===== src/rtl/edge_ai_soc_lite_pkg.sv =====
// Shared constants and state encodings for the edge-AI SoC shell.
package edge_ai_soc_lite_pkg;
  localparam int          CLKS_PER_BIT_DEF = 868;
  localparam logic        UART_IDLE        = 1'b1;
  localparam logic [31:0] GPIO_RESET       = 32'h0;
  localparam logic [23:0] GPIO_UPPER       = 24'h0;
  localparam logic        SPI_CLK_IDLE     = 1'b0;
  localparam logic        SPI_MOSI_IDLE    = 1'b0;
  localparam logic        SPI_CS_IDLE      = 1'b1;
  localparam logic        SPI_DC_IDLE      = 1'b0;

  typedef enum logic [1:0] {RX_IDLE, RX_START, RX_DATA, RX_STOP} rx_state_t;
  typedef enum logic [1:0] {SEQ_WAIT, SEQ_POP, SEQ_WRITE} seq_state_t;
endpackage


===== src/rtl/edge_uart_rx.sv =====
// 8N1 UART receiver: 2-flop synchronizer plus start/data/stop FSM.
import edge_ai_soc_lite_pkg::*;

module edge_uart_rx #(
  parameter int CLKS_PER_BIT = CLKS_PER_BIT_DEF
) (
  input  logic       clock,
  input  logic       reset,
  input  logic       rx,
  output logic       byte_valid,
  output logic [7:0] byte_data
);
  localparam int CW = $clog2(CLKS_PER_BIT + 1);
  localparam logic [CW-1:0] LAST = CW'(CLKS_PER_BIT - 1);
  localparam logic [CW-1:0] HALF = CW'(CLKS_PER_BIT / 2 - 1);

  logic [1:0]    sync;
  logic          rx_s, rx_prev;
  rx_state_t     state;
  logic [CW-1:0] cnt;
  logic [2:0]    bit_idx;
  logic [7:0]    shift;

  assign rx_s = sync[1];

  // Synchronizer resets to the idle level so release never looks like a start edge.
  always_ff @(posedge clock) begin
    if (reset) begin
      sync    <= 2'b11;
      rx_prev <= 1'b1;
    end else begin
      sync    <= {sync[0], rx};
      rx_prev <= rx_s;
    end
  end

  always_ff @(posedge clock) begin
    if (reset) begin
      state   <= RX_IDLE;
      cnt     <= '0;
      bit_idx <= '0;
      shift   <= '0;
    end else begin
      case (state)
        RX_IDLE: begin
          cnt     <= '0;
          bit_idx <= '0;
          if (rx_prev && !rx_s) state <= RX_START;
        end
        RX_START: begin
          if (cnt == HALF) begin
            cnt   <= '0;
            state <= rx_s ? RX_IDLE : RX_DATA;
          end else cnt <= cnt + 1'b1;
        end
        RX_DATA: begin
          if (cnt == LAST) begin
            cnt     <= '0;
            shift   <= {rx_s, shift[7:1]};
            bit_idx <= bit_idx + 1'b1;
            if (bit_idx == 3'd7) state <= RX_STOP;
          end else cnt <= cnt + 1'b1;
        end
        RX_STOP: begin
          if (cnt == LAST) begin
            cnt   <= '0;
            state <= RX_IDLE;
          end else cnt <= cnt + 1'b1;
        end
        default: state <= RX_IDLE;
      endcase
    end
  end

  // Strobe decoded on the stop-sample cycle so the FIFO captures on that same edge.
  assign byte_valid = (state == RX_STOP) && (cnt == LAST) && rx_s;
  assign byte_data  = shift;
endmodule


===== src/rtl/edge_ai_soc_lite.sv =====
// Edge-AI SoC shell: UART RX -> FIFO -> boot sequencer -> GPIO, UART TX, idle tie-offs.
// Optional build macro UART_ECHO_EN: sequencer also echoes each byte on UART TX.
import edge_ai_soc_lite_pkg::*;

module edge_ai_soc_lite #(
  parameter int CLKS_PER_BIT  = CLKS_PER_BIT_DEF,
  parameter int RX_FIFO_DEPTH = 4
) (
  input  logic        clock,
  input  logic        reset,
  input  logic        io_uart_rx,
  output logic        io_uart_tx,
  input  logic [31:0] io_gpio_in,
  output logic [31:0] io_gpio_out,
  output logic        io_lcd_spi_clk,
  output logic        io_lcd_spi_mosi,
  output logic        io_lcd_spi_cs,
  output logic        io_lcd_spi_dc,
  output logic        io_lcd_spi_rst,
  output logic        io_lcd_backlight,
  output logic        io_trap,
  output logic        io_compact_irq,
  output logic        io_bitnet_irq,
  output logic        io_uart_tx_irq,
  output logic        io_uart_rx_irq
);
  localparam int AW = $clog2(RX_FIFO_DEPTH);
  localparam int CW = $clog2(CLKS_PER_BIT + 1);
  localparam logic [CW-1:0] LAST = CW'(CLKS_PER_BIT - 1);

  logic [31:0] gpio_q1, gpio_q2;
  logic        unused_gpio;
  logic        lcd_on;

  always_ff @(posedge clock) begin
    if (reset) begin
      gpio_q1 <= '0;
      gpio_q2 <= '0;
      lcd_on  <= 1'b0;
    end else begin
      gpio_q1 <= io_gpio_in;
      gpio_q2 <= gpio_q1;
      lcd_on  <= 1'b1;
    end
  end

  assign unused_gpio      = ^gpio_q2;
  assign io_lcd_spi_clk   = SPI_CLK_IDLE;
  assign io_lcd_spi_mosi  = SPI_MOSI_IDLE;
  assign io_lcd_spi_cs    = SPI_CS_IDLE;
  assign io_lcd_spi_dc    = SPI_DC_IDLE;
  assign io_lcd_spi_rst   = lcd_on;
  assign io_lcd_backlight = lcd_on;
  assign io_trap          = 1'b0;
  assign io_compact_irq   = 1'b0;
  assign io_bitnet_irq    = 1'b0;

  logic       rx_valid;
  logic [7:0] rx_data;

  edge_uart_rx #(.CLKS_PER_BIT(CLKS_PER_BIT)) u_rx (
    .clock      (clock),
    .reset      (reset),
    .rx         (io_uart_rx),
    .byte_valid (rx_valid),
    .byte_data  (rx_data)
  );

  logic [7:0]    fifo_mem [RX_FIFO_DEPTH];
  logic [AW-1:0] wr_ptr, rd_ptr;
  logic [AW:0]   count;
  logic          full, empty, push, pop;
  seq_state_t    seq_state;
  logic [7:0]    seq_byte;

  assign full  = (count == (AW+1)'(RX_FIFO_DEPTH));
  assign empty = (count == '0);
  assign push  = rx_valid && !full;
  assign pop   = (seq_state == SEQ_POP);

  always_ff @(posedge clock) begin
    if (reset) begin
      wr_ptr <= '0;
      rd_ptr <= '0;
      count  <= '0;
      for (int i = 0; i < RX_FIFO_DEPTH; i++) fifo_mem[i] <= '0;
    end else begin
      if (push) begin
        fifo_mem[wr_ptr] <= rx_data;
        wr_ptr           <= wr_ptr + 1'b1;
      end
      if (pop) rd_ptr <= rd_ptr + 1'b1;
      case ({push, pop})
        2'b10:   count <= count + 1'b1;
        2'b01:   count <= count - 1'b1;
        default: count <= count;
      endcase
    end
  end

  assign io_uart_rx_irq = !empty;

  logic       tx_busy, tx_line, tx_irq, tx_ready, tx_start;
  logic [CW-1:0] tx_cnt;
  logic [3:0] tx_idx;
  logic [8:0] tx_shift;

`ifdef UART_ECHO_EN
  assign tx_ready = !tx_busy;
  assign tx_start = (seq_state == SEQ_WRITE);
`else
  assign tx_ready = 1'b1;
  assign tx_start = 1'b0;
`endif

  // Sequencer only leaves WAIT when TX is free, so WRITE always finds TX idle.
  always_ff @(posedge clock) begin
    if (reset) begin
      seq_state   <= SEQ_WAIT;
      seq_byte    <= '0;
      io_gpio_out <= GPIO_RESET;
    end else begin
      case (seq_state)
        SEQ_WAIT:  if (!empty && tx_ready) seq_state <= SEQ_POP;
        SEQ_POP: begin
          seq_byte  <= fifo_mem[rd_ptr];
          seq_state <= SEQ_WRITE;
        end
        SEQ_WRITE: begin
          io_gpio_out <= {GPIO_UPPER, seq_byte};
          seq_state   <= SEQ_WAIT;
        end
        default:   seq_state <= SEQ_WAIT;
      endcase
    end
  end

  // tx_shift holds the remaining data bits plus the stop bit; start bit goes out on accept.
  always_ff @(posedge clock) begin
    if (reset) begin
      tx_busy  <= 1'b0;
      tx_line  <= UART_IDLE;
      tx_irq   <= 1'b0;
      tx_cnt   <= '0;
      tx_idx   <= '0;
      tx_shift <= '0;
    end else begin
      tx_irq <= 1'b0;
      if (!tx_busy) begin
        if (tx_start) begin
          tx_busy  <= 1'b1;
          tx_line  <= 1'b0;
          tx_shift <= {1'b1, seq_byte};
          tx_cnt   <= '0;
          tx_idx   <= '0;
        end
      end else if (tx_cnt == LAST) begin
        tx_cnt <= '0;
        if (tx_idx == 4'd9) begin
          tx_busy <= 1'b0;
          tx_line <= UART_IDLE;
          tx_irq  <= 1'b1;
        end else begin
          tx_line  <= tx_shift[0];
          tx_shift <= {1'b0, tx_shift[8:1]};
          tx_idx   <= tx_idx + 1'b1;
        end
      end else tx_cnt <= tx_cnt + 1'b1;
    end
  end

  assign io_uart_tx     = tx_line;
  assign io_uart_tx_irq = tx_irq;
endmodule


===== config.mk =====
export PLATFORM = sky130hd
export DESIGN_NAME = edge_ai_soc_lite
export DESIGN_NICKNAME = d
export VERILOG_FILES = /design/src/rtl/edge_ai_soc_lite_pkg.sv /design/src/rtl/edge_uart_rx.sv /design/src/rtl/edge_ai_soc_lite.sv
export SDC_FILE = /design/constraint.sdc
export NUM_CORES = 1
export LEC_CHECK = 0
export CORE_MARGIN = 2
export CORE_UTILIZATION = 46
export DETAILED_ROUTE_END_ITERATION = 10
export GPL_ROUTABILITY_DRIVEN = 0
export MAX_ROUTING_LAYER = met4
export PLACE_DENSITY_LB_ADDON = 0.08
export SYNTH_ARGS = -nofsm -noshare
export SYNTH_HDL_FRONTEND = slang
export SYNTH_SLANG_ARGS = --single-unit

===== constraint.sdc =====
create_clock -name clock -period 6.6 [get_ports clock]
set_input_delay 1.32 -clock clock [delete_from_list [all_inputs] [get_ports clock]]
set_output_delay 1.32 -clock clock [all_outputs]
set_load 0.05 [all_outputs]

==> flow_results.xml <==
<?xml version="1.0" encoding="UTF-8"?>
<metrics>
  <group name="run_status">
    <metric name="status" unit="">finished clean</metric>
  </group>
  <group name="cells_and_area">
    <metric name="nFillCells" unit="">936</metric>
    <metric name="multiInputGateArea" unit="mm2">0.00203</metric>
    <metric name="finish.net_count" unit="">493</metric>
    <metric name="fraction_of_final_layout_cells_sized_beyond_drive_strength_1" unit="">0.0881</metric>
    <metric name="antenna_cells" unit="">0</metric>
    <metric name="seqCellArea" unit="mm2">0.00234</metric>
    <metric name="area_growth" unit="%">6.98</metric>
  </group>
  <group name="setup_path">
    <metric name="worstPathMaxFanout" unit="">4</metric>
    <metric name="critical_path_class" unit="">register to output port</metric>
    <metric name="worstSetupEndpoint" unit="">io_uart_rx_irq</metric>
    <metric name="timing.reg2reg.setup_slack" unit="ns">3.68</metric>
    <metric name="timing.critical_path.to_type" unit="">output port</metric>
    <metric name="r2r_start" unit="">u_rx.cnt[0]$_SDFF_PP0_</metric>
    <metric name="critPathLaunchType" unit="">register</metric>
    <metric name="required_time_worst_endpoint" unit="ns">5.28</metric>
    <metric name="r2r.worst_path.cells" unit="">5</metric>
    <metric name="worst_r2r_endpoint" unit="">fifo_mem[2][2]$_SDFFCE_PN0P_</metric>
    <metric name="worst-endpoint-arrival" unit="ns">1.87</metric>
    <metric name="critPathLaunch" unit="">count[0]$_SDFFE_PP0P_</metric>
  </group>
  <group name="synthesis">
    <metric name="ys_dominant_reg_cell" unit="">dfxtp_1</metric>
    <metric name="synth.cell_area" unit="mm2">0.00464</metric>
    <metric name="synth.lib_cells_used.distinct" unit="">57</metric>
    <metric name="netlist_top_cells_area" unit="">dfxtp_1 (30%), edfxtp_1 (21%), buf_4 (5.5%)</metric>
    <metric name="ys_ff_latch" unit="">101</metric>
    <metric name="yosys.area.top_type_share" unit="">0.298</metric>
    <metric name="ys_warn_count" unit="">0</metric>
    <metric name="synth-async-reset-ratio" unit="">0</metric>
    <metric name="synth_largest_area_cell" unit="">dfxtp_1</metric>
    <metric name="synth.yosys.seq_area_share" unit="">0.505</metric>
    <metric name="syn_avg_cell_area" unit="um2">10.4</metric>
    <metric name="synthCells" unit="">444</metric>
    <metric name="synth_enable_flop_cells" unit="">32</metric>
  </group>
  <group name="clock_network">
    <metric name="clock_tree_from_tritoncts" unit="">done</metric>
    <metric name="worst_setup_hold_path_clk_slew" unit="ns">0.09</metric>
    <metric name="ctsResizeCount" unit="">0</metric>
    <metric name="htree_depth" unit="">3</metric>
    <metric name="cts.sink_count" unit="">101</metric>
    <metric name="root_buffer_selected_by_cts" unit="">clkbuf_8</metric>
    <metric name="tritoncts.num_buffers" unit="">9</metric>
    <metric name="holdBufCountCts" unit="">0</metric>
    <metric name="cts_buffer_depth" unit="">2</metric>
    <metric name="post_cts_repair_timing_setup_buffer_count" unit="">0</metric>
    <metric name="clkLatencyLatePin" unit="ns">0.37</metric>
  </group>
  <group name="global_route">
    <metric name="largest_net_degree_at_the_start_of_global_routing" unit="">52</metric>
    <metric name="vias_in_the_first_global_route" unit="">2650</metric>
    <metric name="antenna_found_initial" unit="">0</metric>
    <metric name="wire_length_of_the_first_global_routing_pass" unit="um">13300</metric>
    <metric name="globalRouteTotalUtil" unit="">0.160</metric>
    <metric name="grt_overflow" unit="">0</metric>
  </group>
  <group name="place">
    <metric name="io_buffers" unit="">15</metric>
    <metric name="hpwlAfterDp" unit="um">5360</metric>
    <metric name="dp_slack" unit="ns">3.40</metric>
  </group>
  <group name="timing">
    <metric name="max_freq" unit="MHz">314</metric>
    <metric name="report.final.hold_viol_count" unit="">0</metric>
    <metric name="layout_min_cycle_time" unit="ns">3.19</metric>
    <metric name="rsz0062_at_grt" unit="">no</metric>
    <metric name="timing.final.max_slew_violations" unit="">0</metric>
    <metric name="timing.final.crit_share" unit="">0.483</metric>
    <metric name="max_slew.worst_pin.slew" unit="ns">1.07</metric>
    <metric name="final-setup-viol-count" unit="">0</metric>
    <metric name="hold-worst-slack" unit="ns">0.431</metric>
    <metric name="slew_headroom" unit="">0.277</metric>
    <metric name="layout_setup_ws" unit="ns">3.41</metric>
    <metric name="setup_total_negative_slack" unit="ns">0</metric>
    <metric name="clock-skew-final" unit="ns">0.00918</metric>
  </group>
  <group name="die">
    <metric name="die_h" unit="um">104</metric>
    <metric name="fp.dieArea" unit="mm2">0.0109</metric>
    <metric name="std_cell_rows" unit="">36</metric>
    <metric name="die_w" unit="um">104</metric>
    <metric name="pin_count" unit="">79</metric>
    <metric name="core_region_area" unit="mm2">0.00977</metric>
    <metric name="effective_utilization_at_floorplan" unit="">0.475</metric>
  </group>
  <group name="hold_path">
    <metric name="startpoint_of_the_lowest_slack_hold_path" unit="">u_rx.sync[0]$_SDFF_PP1_</metric>
    <metric name="min_path_type" unit="">register to register</metric>
  </group>
  <group name="pwr">
    <metric name="total_switching_power" unit="W">0.000271</metric>
    <metric name="comb_power_share" unit="">0.056</metric>
    <metric name="ir_drop_worst_case_vdd" unit="mV">0.251</metric>
    <metric name="p_leak" unit="nW">1.76</metric>
    <metric name="cellInternalPower" unit="W">0.000876</metric>
    <metric name="power_frac_seq" unit="">0.572</metric>
    <metric name="power_density" unit="mW/mm2">231</metric>
    <metric name="swShare" unit="">0.236</metric>
    <metric name="share_clk_of_total_power" unit="">0.372</metric>
  </group>
  <group name="routing">
    <metric name="drt-initial-drc-count" unit="">84</metric>
    <metric name="post-route-drc-count" unit="">0</metric>
    <metric name="wl_final" unit="um">7870</metric>
    <metric name="firstDrtPassIters" unit="">4</metric>
    <metric name="postRouteAntennaNets" unit="">0</metric>
    <metric name="post_drt_wl_per_cell" unit="um">13.4</metric>
    <metric name="via_per_inst" unit="">4.92</metric>
    <metric name="number_of_vias_in_the_routed_layout" unit="">2886</metric>
  </group>
  <group name="flow_run">
    <metric name="cap_viol_max_count" unit="">0</metric>
  </group>
</metrics>
kinds of logic after synthesis:
logic type / synth area share
AO/OA/AOI/OAI: 0.0610
XOR/XNOR: 0.0434
adder cells (fa/ha/maj): 0.0259
buffers and inverters: 0.0812
flip-flops: 0.505
multiplexers: 0.0626
other: 0.00162
AND/OR/NAND/NOR: 0.220
how the worst min path moves through the flow:
stage,to,cells past startpoint
6_report,u_rx.sync[1]$_SDFF_PP1_,1
5_1_grt,u_rx.sync[1]$_SDFF_PP1_,1
4_1_cts,u_rx.sync[1]$_SDFF_PP1_,1
3_5_place_dp,u_rx.sync[1]$_SDFF_PP1_,1
3_3_place_gp,u_rx.sync[1]$_SDFF_PP1_,1
2_1_floorplan,u_rx.sync[1]$_SDFF_PP1_,1
placed cells by master, fill, tap and decap left out, drive strengths merged, types with 3 or more instances in the layout:
cell type,instances
dfxtp,69
nor2,43
nand2,35
and2,34
edfxtp,32
conb,31
a21oi,24
nand3,17
inv,15
clkdlybuf4s50,14
xnor2,13
mux2i,11
xor2,10
clkbuf,10
nand4,9
mux4,8
ha,8
nor4,7
or2,5
or3,4
o21ai,4
nor3,4
and3,3
nand4b,3
nor2b,3
a31oi,3
buf,3
Yosys cell counts, types with 2 or more instances:
| master | count |
|---|---|
| nor3_1 | 3 |
| nor4b_1 | 2 |
| conb_1 | 2 |
| a21oi_1 | 24 |
| nand4_1 | 9 |
| nand2b_1 | 2 |
| o21ai_0 | 3 |
| edfxtp_1 | 32 |
| ha_1 | 8 |
| clkbuf_1 | 10 |
| nor4_4 | 3 |
| inv_1 | 12 |
| nand4b_1 | 3 |
| xor2_1 | 10 |
| or3_1 | 4 |
| dfxtp_1 | 69 |
| a21o_1 | 2 |
| mux4_2 | 8 |
| or2_2 | 5 |
| and2_1 | 34 |
| nand2_1 | 35 |
| buf_4 | 34 |
| nand3b_1 | 2 |
| buf_2 | 6 |
| mux2i_1 | 11 |
| nor2b_1 | 3 |
| o211ai_1 | 2 |
| and3_1 | 3 |
| nor4_1 | 4 |
| a31oi_1 | 3 |
| nor2_1 | 43 |
| xnor2_1 | 13 |
| nand3_1 | 16 |
power groups by stage:
| stage | Clock, W | Combinational (W) | Sequential (W) |
|---|---|---|---|
| 5_1_grt | 0.000471 | 0.0000681 | 0.000658 |
| 2_1_floorplan | 0 | 0.0000721 | 0.000668 |
| 3_5_place_dp | 0 | 0.0000646 | 0.000671 |
| 3_3_place_gp | 0 | 0.0000646 | 0.000670 |
| 4_1_cts | 0.000445 | 0.0000647 | 0.000657 |
| 6_report | 0.000426 | 0.0000645 | 0.000656 |
metrics by stage:
stage               std cells  total power [W]  cell area (um2)  utilization
finish                    587          0.00115             4960        0.508
global placement          571         0.000735             4740        0.485
floorplan                 473         0.000741             4750            -
CTS                       587          0.00117             4960        0.508
detailed placement        571         0.000735             4740        0.485
global route              587          0.00120             4960        0.508
layout make-up:
type / count / share of cell area
inverter: 12 / 0.00907
sequential: 101 / 0.472
clock buffer: 10 / 0.0300
tap: 133 / 0.0335
clock inverter: 6 / 0.0144
multi-input combinational: 308 / 0.409
timing repair buffer: 17 / 0.0323
sequential cells by signal, indices dropped and copies added (netlist names), 3 cells and up, named ones only:
register	count
u_rx.bit_idx	3
count	3
seq_byte	8
u_rx.byte_data	8
tx_cnt	10
tx_idx	4
u_rx.cnt	10
fifo_mem	32
io_gpio_out	8
critical path, cell delays in order, from the launching register on:
cell and delay [ns]:
dfxtp_1 0.36, or3_1 0.42, clkdlybuf4s50_1 0.72
routing by layer:
layer | GRT usage | share of wire | up-vias
met1 | 0.203 | 0.49 | 1349
met4 | 0.0492 | 0.0086 | 0
met5 | - | 0 | -
met3 | 0.0570 | 0.041 | 7
li1 | - | - | 1480
met2 | 0.239 | 0.46 | 50
(Power assumes the default switching activity.)
